==> config.mk <==
export PLATFORM = sky130hd
export DESIGN_NAME = insn_encoder
export DESIGN_NICKNAME = d
export VERILOG_FILES = /design/src/rtl/armv8_enc_pkg.sv /design/src/rtl/insn_field_pack.sv /design/src/rtl/insn_encoder.sv
export SDC_FILE = /design/constraint.sdc
export NUM_CORES = 1
export LEC_CHECK = 0
export BUFFER_PORTS_ARGS = -buffer_cell sky130_fd_sc_hd__clkbuf_2
export CORE_ASPECT_RATIO = 0.5
export CORE_MARGIN = 2
export CORE_UTILIZATION = 31
export DETAILED_ROUTE_END_ITERATION = 10
export PLACE_DENSITY = 0.65
export SLEW_MARGIN = 10
export SYNTH_ARGS = -nofsm -noshare
export SYNTH_HDL_FRONTEND = slang
export SYNTH_SLANG_ARGS = --single-unit
==> constraint.sdc <==
create_clock -name CLK -period 2.65 [get_ports CLK]
set_input_delay 0.1325 -clock CLK [delete_from_list [all_inputs] [get_ports CLK]]
set_output_delay 0.1325 -clock CLK [all_outputs]
set_load 0.02 [all_outputs]
==> src/rtl/armv8_enc_pkg.sv <==
// rtl/armv8_enc_pkg.sv - LEGv8 encoder opcode map, field layout and FSM states
package armv8_enc_pkg;

    typedef enum logic [3:0] {
        OP_AND  = 4'd0,
        OP_ORR  = 4'd1,
        OP_ADD  = 4'd2,
        OP_SUB  = 4'd3,
        OP_ADDI = 4'd4,
        OP_SUBI = 4'd5,
        OP_MOVZ = 4'd6,
        OP_B    = 4'd7,
        OP_CBZ  = 4'd8,
        OP_LDUR = 4'd9,
        OP_STUR = 4'd10
    } enc_op_t;

    localparam logic [31:0] BASE_AND  = 32'h8A00_0000;
    localparam logic [31:0] BASE_ORR  = 32'hAA00_0000;
    localparam logic [31:0] BASE_ADD  = 32'h8B00_0000;
    localparam logic [31:0] BASE_SUB  = 32'hCB00_0000;
    localparam logic [31:0] BASE_ADDI = 32'h9100_0000;
    localparam logic [31:0] BASE_SUBI = 32'hD100_0000;
    localparam logic [31:0] BASE_MOVZ = 32'hD280_0000;
    localparam logic [31:0] BASE_B    = 32'h1400_0000;
    localparam logic [31:0] BASE_CBZ  = 32'hB400_0000;
    localparam logic [31:0] BASE_LDUR = 32'hF840_0000;
    localparam logic [31:0] BASE_STUR = 32'hF800_0000;

    localparam int RN_SH    = 5;
    localparam int RM_SH    = 16;
    localparam int ALUI_SH  = 10;
    localparam int MOVW_SH  = 5;
    localparam int HW_SH    = 21;
    localparam int CBR_SH   = 5;
    localparam int DT_SH    = 12;

    localparam int ALUI_W   = 12;
    localparam int MOVW_W   = 16;
    localparam int BR_W     = 26;
    localparam int CBR_W    = 19;
    localparam int DT_W     = 9;

    typedef enum logic [1:0] {
        S_IDLE  = 2'd0,
        S_RUN   = 2'd1,
        S_DRAIN = 2'd2,
        S_DONE  = 2'd3
    } fsm_t;

endpackage

==> src/rtl/insn_field_pack.sv <==
// rtl/insn_field_pack.sv - op/fields to 32-bit word; INSN_ENCODER_RANGECHK_EN adds immediate range check
module insn_field_pack
    import armv8_enc_pkg::*;
(
    input  logic [3:0]  op,
    input  logic [4:0]  rd,
    input  logic [4:0]  rn,
    input  logic [4:0]  rm,
    input  logic [25:0] imm,
    input  logic [1:0]  hw,
    output logic [31:0] word,
    output logic        legal
);

    logic imm_ok;

`ifdef INSN_ENCODER_RANGECHK_EN
    // Immediate must fit its field: zero-extended for ALU/MOVZ, sign-extended for CBZ/D-format
    always_comb begin
        imm_ok = 1'b1;
        case (op)
            OP_ADDI, OP_SUBI: imm_ok = (imm[25:12] == '0);
            OP_MOVZ:          imm_ok = (imm[25:16] == '0);
            OP_LDUR, OP_STUR: imm_ok = (imm[25:8] == {18{imm[8]}});
            OP_CBZ:           imm_ok = (imm[25:18] == {8{imm[18]}});
            default:          imm_ok = 1'b1;
        endcase
    end
`else
    assign imm_ok = 1'b1;
`endif

    // Base opcode ORed with the fields each format uses; wide immediates are truncated
    always_comb begin
        word  = '0;
        legal = imm_ok;
        case (op)
            OP_AND:  word = BASE_AND | (32'(rm) << RM_SH) | (32'(rn) << RN_SH) | 32'(rd);
            OP_ORR:  word = BASE_ORR | (32'(rm) << RM_SH) | (32'(rn) << RN_SH) | 32'(rd);
            OP_ADD:  word = BASE_ADD | (32'(rm) << RM_SH) | (32'(rn) << RN_SH) | 32'(rd);
            OP_SUB:  word = BASE_SUB | (32'(rm) << RM_SH) | (32'(rn) << RN_SH) | 32'(rd);
            OP_ADDI: word = BASE_ADDI | (32'(imm[ALUI_W-1:0]) << ALUI_SH) | (32'(rn) << RN_SH) | 32'(rd);
            OP_SUBI: word = BASE_SUBI | (32'(imm[ALUI_W-1:0]) << ALUI_SH) | (32'(rn) << RN_SH) | 32'(rd);
            OP_MOVZ: word = BASE_MOVZ | (32'(hw) << HW_SH) | (32'(imm[MOVW_W-1:0]) << MOVW_SH) | 32'(rd);
            OP_B:    word = BASE_B | 32'(imm[BR_W-1:0]);
            OP_CBZ:  word = BASE_CBZ | (32'(imm[CBR_W-1:0]) << CBR_SH) | 32'(rd);
            OP_LDUR: word = BASE_LDUR | (32'(imm[DT_W-1:0]) << DT_SH) | (32'(rn) << RN_SH) | 32'(rd);
            OP_STUR: word = BASE_STUR | (32'(imm[DT_W-1:0]) << DT_SH) | (32'(rn) << RN_SH) | 32'(rd);
            default: legal = 1'b0;
        endcase
    end

endmodule

==> src/rtl/insn_encoder.sv <==
// rtl/insn_encoder.sv - streaming LEGv8 encoder top; INSN_ENCODER_RANGECHK_EN enables immediate range check
module insn_encoder
    import armv8_enc_pkg::*;
#(
    parameter int ADDR_W = 6
) (
    input  logic              CLK,
    input  logic              resetl,
    input  logic              start,
    input  logic              in_valid,
    output logic              in_ready,
    input  logic [3:0]        in_op,
    input  logic [4:0]        in_rd,
    input  logic [4:0]        in_rn,
    input  logic [4:0]        in_rm,
    input  logic [25:0]       in_imm,
    input  logic [1:0]        in_hw,
    input  logic              in_last,
    output logic              out_valid,
    input  logic              out_ready,
    output logic [ADDR_W-1:0] out_addr,
    output logic [31:0]       out_insn,
    output logic              done,
    output logic [1:0]        err
);

    fsm_t              state;
    logic [ADDR_W-1:0] cnt;
    logic [31:0]       word;
    logic              legal;
    logic              accept;

    insn_field_pack u_pack (
        .op    (in_op),
        .rd    (in_rd),
        .rn    (in_rn),
        .rm    (in_rm),
        .imm   (in_imm),
        .hw    (in_hw),
        .word  (word),
        .legal (legal)
    );

    assign in_ready = (state == S_RUN) && (!out_valid || out_ready);
    assign accept   = in_valid && in_ready;
    assign done     = (state == S_DONE);

    // Program sequencing, address counter, sticky errors and the single output register
    always_ff @(posedge CLK or negedge resetl) begin
        if (!resetl) begin
            state     <= S_IDLE;
            cnt       <= '0;
            out_valid <= 1'b0;
            out_addr  <= '0;
            out_insn  <= '0;
            err       <= 2'b00;
        end else begin
            if (out_valid && out_ready) begin
                out_valid <= 1'b0;
            end
            case (state)
                S_IDLE, S_DONE: begin
                    if (start) begin
                        state <= S_RUN;
                        cnt   <= '0;
                        err   <= 2'b00;
                    end
                end
                S_RUN: begin
                    if (accept) begin
                        if (legal) begin
                            out_valid <= 1'b1;
                            out_addr  <= cnt;
                            out_insn  <= word;
                            cnt       <= cnt + 1'b1;
                            if (cnt == {ADDR_W{1'b1}}) begin
                                err[1] <= 1'b1;
                            end
                        end else begin
                            err[0] <= 1'b1;
                        end
                        if (in_last) begin
                            state <= S_DRAIN;
                        end
                    end
                end
                S_DRAIN: begin
                    if (!out_valid || out_ready) begin
                        state <= S_DONE;
                    end
                end
                default: state <= S_IDLE;
            endcase
        end
    end

endmodule
# Word level (Yosys, flattened, before mapping)
# Cells that the tools add are included.
[op_classes] mux=21 n_reduce_logical=15 bitwise_logic=19 add_sub_neg=1 eq_ne=21
[ops] operator="$pmux W32 S11" n=1
[ops] operator="$or A32 B5 Y32" n=10
[ops] operator="$or A32 B10 Y32" n=8
[ops] operator="$or A32 B21 Y32" n=1
[ops] operator="$mux W6" n=3
[ops] operator="$eq A4 B3 Y1 const B" n=4
[ops] operator="$eq A4 B4 Y1 const B" n=3
[ops] operator="$mux W2" n=6
[ops] operator="$ne A2 B2 Y1 const B" n=6
[ops] operator="$pmux W6 S2" n=1
[ops] operator="$reduce_and A4 Y1" n=3
[ops] operator="$reduce_or A11 Y1" n=1
[ops] operator="$eq A4 B2 Y1 const B" n=2
[ops] operator="$mux W1" n=8
[ops] operator="$add A6 B1 Y6 const B" n=1
[ops] operator="$eq A6 B6 Y1 const B" n=1
[ops] operator="$pmux W2 S3" n=1
[ops] operator="$reduce_and A5 Y1" n=1
[ops] operator="$eq A2 B2 Y1 const B" n=2
[ops] operator="$eq A4 B1 Y1 const B" n=1
[ops] operator="$logic_not A4 Y1" n=1
[ops] operator="$pmux W2 S2" n=1
[ops] operator="$logic_and A1 B1 Y1" n=3
[ops] operator="$reduce_and A3 Y1" n=1
[ops] operator="7 further kinds" n=7
[totals] word_cells=84 output_inout_bits=43 reg_bits=49 in_bits=53

# Logic depth before layout (Yosys ltp)
[depth] depth_word=6 mapped_depth=8 mapped_depth_nobuf=6

# Cells and area by module
# From an unflattened synthesis, not the netlist that was laid out.
[unflattened] cells_unflattened=283 area_unflattened_um2=2936.6
[by_module_without_submodules] module="insn_encoder" instances=1 area_each_um2=2067.0 seq_area_each_um2=1226.2 cells_each=151
[by_module_without_submodules] module="insn_field_pack" instances=1 area_each_um2=869.6 seq_area_each_um2=0.0 cells_each=132

# Worst setup path after synthesis
# OpenSTA, ideal clock, no wires.
[synth_timing] path_kind="register -> register" start="register state[0]" end="register cnt[4]" path_slack_ps=950 setup_ps=69 arrival_time_ps=1631 path_buffers=0 synth_period_minus_slack_ps=1700 path_stages_with_launch=6 required_ps=2581 path_cell_list="dfrtp_1 -> inv_1 -> ha_1 -> o31a_1 -> or4_1 -> nand3_1"
[synth_between] elab_chain_len=5 elab_cells_between_ends=12 classes_between="eq/ne: 5; mux: 1; reduce/logical: 6"
[synth_rtl] element="start, declared" line="insn_encoder.sv:27" rtl="fsm_t state;"
[synth_rtl] element="start signal, assigned" line="insn_encoder.sv:51" rtl="state <= S_IDLE;"
[synth_rtl] element="start signal, assigned" line="insn_encoder.sv:64" rtl="state <= S_RUN;"
[synth_rtl] element="start signal, assigned" line="insn_encoder.sv:83" rtl="state <= S_DRAIN;"
[synth_rtl] element="$eq A2 B1 Y1" line="insn_encoder.sv:44, insn_encoder.sv:61"
[synth_rtl] element="$logic_and A1 B1 Y1" line="insn_encoder.sv:44" rtl="assign in_ready = (state == S_RUN) && (!out_valid || out_ready);"
[synth_rtl] element="$logic_and A1 B1 Y1" line="insn_encoder.sv:45" rtl="assign accept = in_valid && in_ready;"
[synth_rtl] element="$ne A2 B2 Y1 (no line)"
[synth_rtl] element="$reduce_and A4 Y1 (no line)"
[synth_rtl] element="end signal, assigned" line="insn_encoder.sv:75" rtl="cnt <= cnt + 1'b1;"
[synth_rtl] element="end, declared" line="insn_encoder.sv:28" rtl="logic [ADDR_W-1:0] cnt;"
# Parallel ways exist; a longest one is shown, timed or not.
# A chain may end at the register's enable or synchronous reset.

# Worst setup path after layout
[layout_timing] start="register state[1]" end="register out_insn[25]"
[layout_between] elab_chain_len=4
[layout_rtl] element="$eq A2 B1 Y1 (*)" line="insn_encoder.sv:44, insn_encoder.sv:61"
[layout_rtl] element="$logic_and A1 B1 Y1" line="insn_encoder.sv:44"
[layout_rtl] element="$logic_and A1 B1 Y1" line="insn_encoder.sv:45"
[layout_rtl] element="$reduce_and A3 Y1 (no line) (*)"
[layout_rtl] element="end signal, assigned" line="insn_encoder.sv:74" rtl="out_insn <= word;"
[layout_rtl] element="end, declared" line="insn_encoder.sv:22" rtl="output logic [31:0] out_insn,"
# Mark *: on every way between the ends. The rest lies on a longest branch, timed or not.

==> impl_metrics.env <==
export IMPL_critPathSlowestCell="dfrtp_1"
export IMPL_cp_required_ps=2880
export IMPL_final_min_clock_period_ps=1930
export IMPL_cts_tree="done"
export IMPL_grt_usage_pct=17.3
export IMPL_synth_nets=352
export IMPL_vias=2624
export IMPL_dr_pass1_iters=4
export IMPL_startpoint_type="flip-flop"
export IMPL_vias_per_cell=5.27
export IMPL_critical_path_class="flip-flop to flip-flop"
export IMPL_worst_ep_arrival_time_ps=2160
export IMPL_setup_viol=0
export IMPL_seq_area_frac_synth_pct=45.6
export IMPL_worst_path_buf_inv=2
export IMPL_drv_slew=0
export IMPL_cts_buffers=5
export IMPL_ys_ff_latch=49
export IMPL_clk_latency_ps=290
export IMPL_cap_violations=0
export IMPL_setup_tns_final_ps=0
export IMPL_cp_cell_sequence="inv_1 > ha_1 > and2_1 > o211ai_2 > buf_4 > a211oi_1 > a21o_1"
export IMPL_ys_warn_count=0
export IMPL_final_layout_size_suffix_gt1_share_pct=30.3
export IMPL_synth_area_um2=2690
export IMPL_final_cell_mix="95 x clkbuf_2, 51 x nand2_1, 49 x dfrtp_1, 25 x a21oi_1, 20 x nor2_1"
export IMPL_rsz0062_at_grt="false"
export IMPL_p_leak_nw=1.66
export IMPL_finalCritPeriodShare_pct=73.0
export IMPL_ios=96
export IMPL_post_cts_resized=0
export IMPL_n_fill_cell=856
export IMPL_grt_antenna_before_repair=0
export IMPL_syn_avg_cell_area_um2=9.11
export IMPL_synthFlopType="dfrtp_1"
export IMPL_vdd_drop_max_v=0.000357
export IMPL_final_common_cell="clkbuf_2"
export IMPL_post_cts_buffers=0
export IMPL_holdBufCountCts=1
export IMPL_diodes=0
export IMPL_clk_pin_slew_ps=70
export IMPL_p_per_area_nw_per_um2=1020
export IMPL_core_area_um2=8200
export IMPL_routabilityCongestion=0.791
export IMPL_drt_total_wl_um=7850
export IMPL_port_buffers=95
export IMPL_synth_distinct_cells=57
export IMPL_die_x_um=136
export IMPL_first_global_vias=2633
export IMPL_status="complete, no violations"
export IMPL_area_growth_pct=28.1
export IMPL_cp_top_family="compound AO/OA/AOI/OAI gates"
export IMPL_worst_path_max_fanout=28
export IMPL_drt_iter0_drc=262
export IMPL_slew_headroom_pct=52.5
export IMPL_synth_edf_count=0
export IMPL_synth_largest_area_cell="dfrtp_1"
export IMPL_start_util_pct=32.8
export IMPL_syn_inst=295
export IMPL_htreeDepth=2
export IMPL_clkSinkCount=49
export IMPL_final_nets=442
export IMPL_drc_errors=0
export IMPL_fp_row_count=23
export IMPL_synth_area_leaders="dfrtp_1 46%, nand2_1 7.1%, a21oi_1 4.7%, a22oi_1 3.1%, nor2_1 2.8%"
export IMPL_endpoint_kind="flip-flop"
export IMPL_fmax_mhz=517
export IMPL_async_reset_ff_share_pct=100
export IMPL_finClkSkew_ps=3.97
export IMPL_fp_dieArea_um2=9470
export IMPL_grt_start_max_net_pins=29
export IMPL_finalPower_mw=3.50
export IMPL_worstMarginPinSlew_ps=708
export IMPL_overflow=0
export IMPL_root_buffer="clkbuf_16"
export IMPL_slowest_delay_ps=400
export IMPL_worstHoldPathType="input pin to flip-flop"
export IMPL_grt_pass1_wl_um=13100
export IMPL_hpwl_um=5890
export IMPL_synth_top_cell_area_share_pct=45.6
export IMPL_cts_buffer_depth=2
export IMPL_finalHoldViolCount=0
export IMPL_die_height_um=69.8
export IMPL_ant_nets=0
export IMPL_wl_per_cell_um=15.8
==> final timing paths <==
check	start	to	slack, ps	cells past startpoint
max	state[1]$_DFFE_PN0P_	out_insn[25]$_DFFE_PN0P_	720	7
min	in_rn[4]	out_insn[9]$_DFFE_PN0P_	90	3
max reg2reg	state[1]$_DFFE_PN0P_	out_insn[25]$_DFFE_PN0P_	720	7
min reg2reg	out_insn[27]$_DFFE_PN0P_	out_insn[27]$_DFFE_PN0P_	470	2
max in group asynchronous	resetl	err[0]$_DFFE_PN0P_	1590	3
min in group asynchronous	resetl	out_insn[14]$_DFFE_PN0P_	390	2
==> registers in the layout (all words and copies together), names as in the netlist <==
name	flops
cnt	6
out_addr	6
out_valid	1
out_insn	32
err	2
state	2
==> worst register-to-register path, stage by stage, from the launching register on <==
cell      delay (ps)
dfrtp_1          400
inv_1             80
ha_1             210
and2_1           200
o211ai_2         290
buf_4            350
a211oi_1         240
a21o_1           100
==> layout make-up <==
cell class              instances  area (um2)  area share [%]
clock inverters                 2        37.5            1.09
flip-flops and latches         49        1230            35.6
inverters                       4        15.0           0.436
clock buffers                   6         139            4.04
multi-input cells             222        1350            39.1
repair buffers                103         538            15.6
well taps                     112         140            4.07
==> metal layers <==
layer | vias up | global-route usage (%) | share of wire (%)
met2 | 75 | 27.4 | 47
met4 | 0 | 5.32 | 1.2
met3 | 7 | 3.07 | 6.1
li1 | 1283 | - | -
met5 | - | 0 | 0
met1 | 1259 | 24.1 | 46
==> synthesized netlist by cell type (all sizes together) (6+ instances only) <==
| master | instances |
|---|---|
| a21oi | 26 |
| a221oi | 6 |
| a222oi | 6 |
| a22oi | 11 |
| buf | 13 |
| clkbuf | 7 |
| dfrtp | 49 |
| nand2 | 51 |
| nand3 | 6 |
| nor2 | 20 |
| o21ai | 15 |
==> stage by stage <==
| step | utilization (%) | hold slack, ps | setup slack, ps | area, um2 | instances |
|---|---|---|---|---|---|
| 6_report | 42.0 | 93.3 | 716 | 3440 | 498 |
| 5_1_grt | 42.0 | 114 | 505 | 3440 | 498 |
| 4_1_cts | 42.0 | 90.9 | 712 | 3440 | 498 |
| 3_5_place_dp | 39.7 | 185 | 710 | 3250 | 489 |
| 3_3_place_gp | 39.7 | 192 | 759 | 3250 | 489 |
| 2_1_floorplan | - | -163 | 950 | 2690 | 295 |
==> kinds of logic after synthesis <==
family                     after synthesis  share of synthesized area [%]
DFF                                     49                           45.6
xor gates and xnor gates                 1                          0.326
AOI/OAI and AO/OA                      103                           26.9
muxes                                    3                           1.16
and+or+nand+nor                        111                           19.8
buffers and inverters                   24                           4.28
adders and majority gates                4                           1.86
==> power breakdown <==
group          switching, mW  internal [mW]  total (mW)
logic                  0.979          0.539        1.52
registers              0.193           1.04        1.23
clock network          0.279          0.471       0.750
Note: power is estimated with default switching activity, not from simulation.
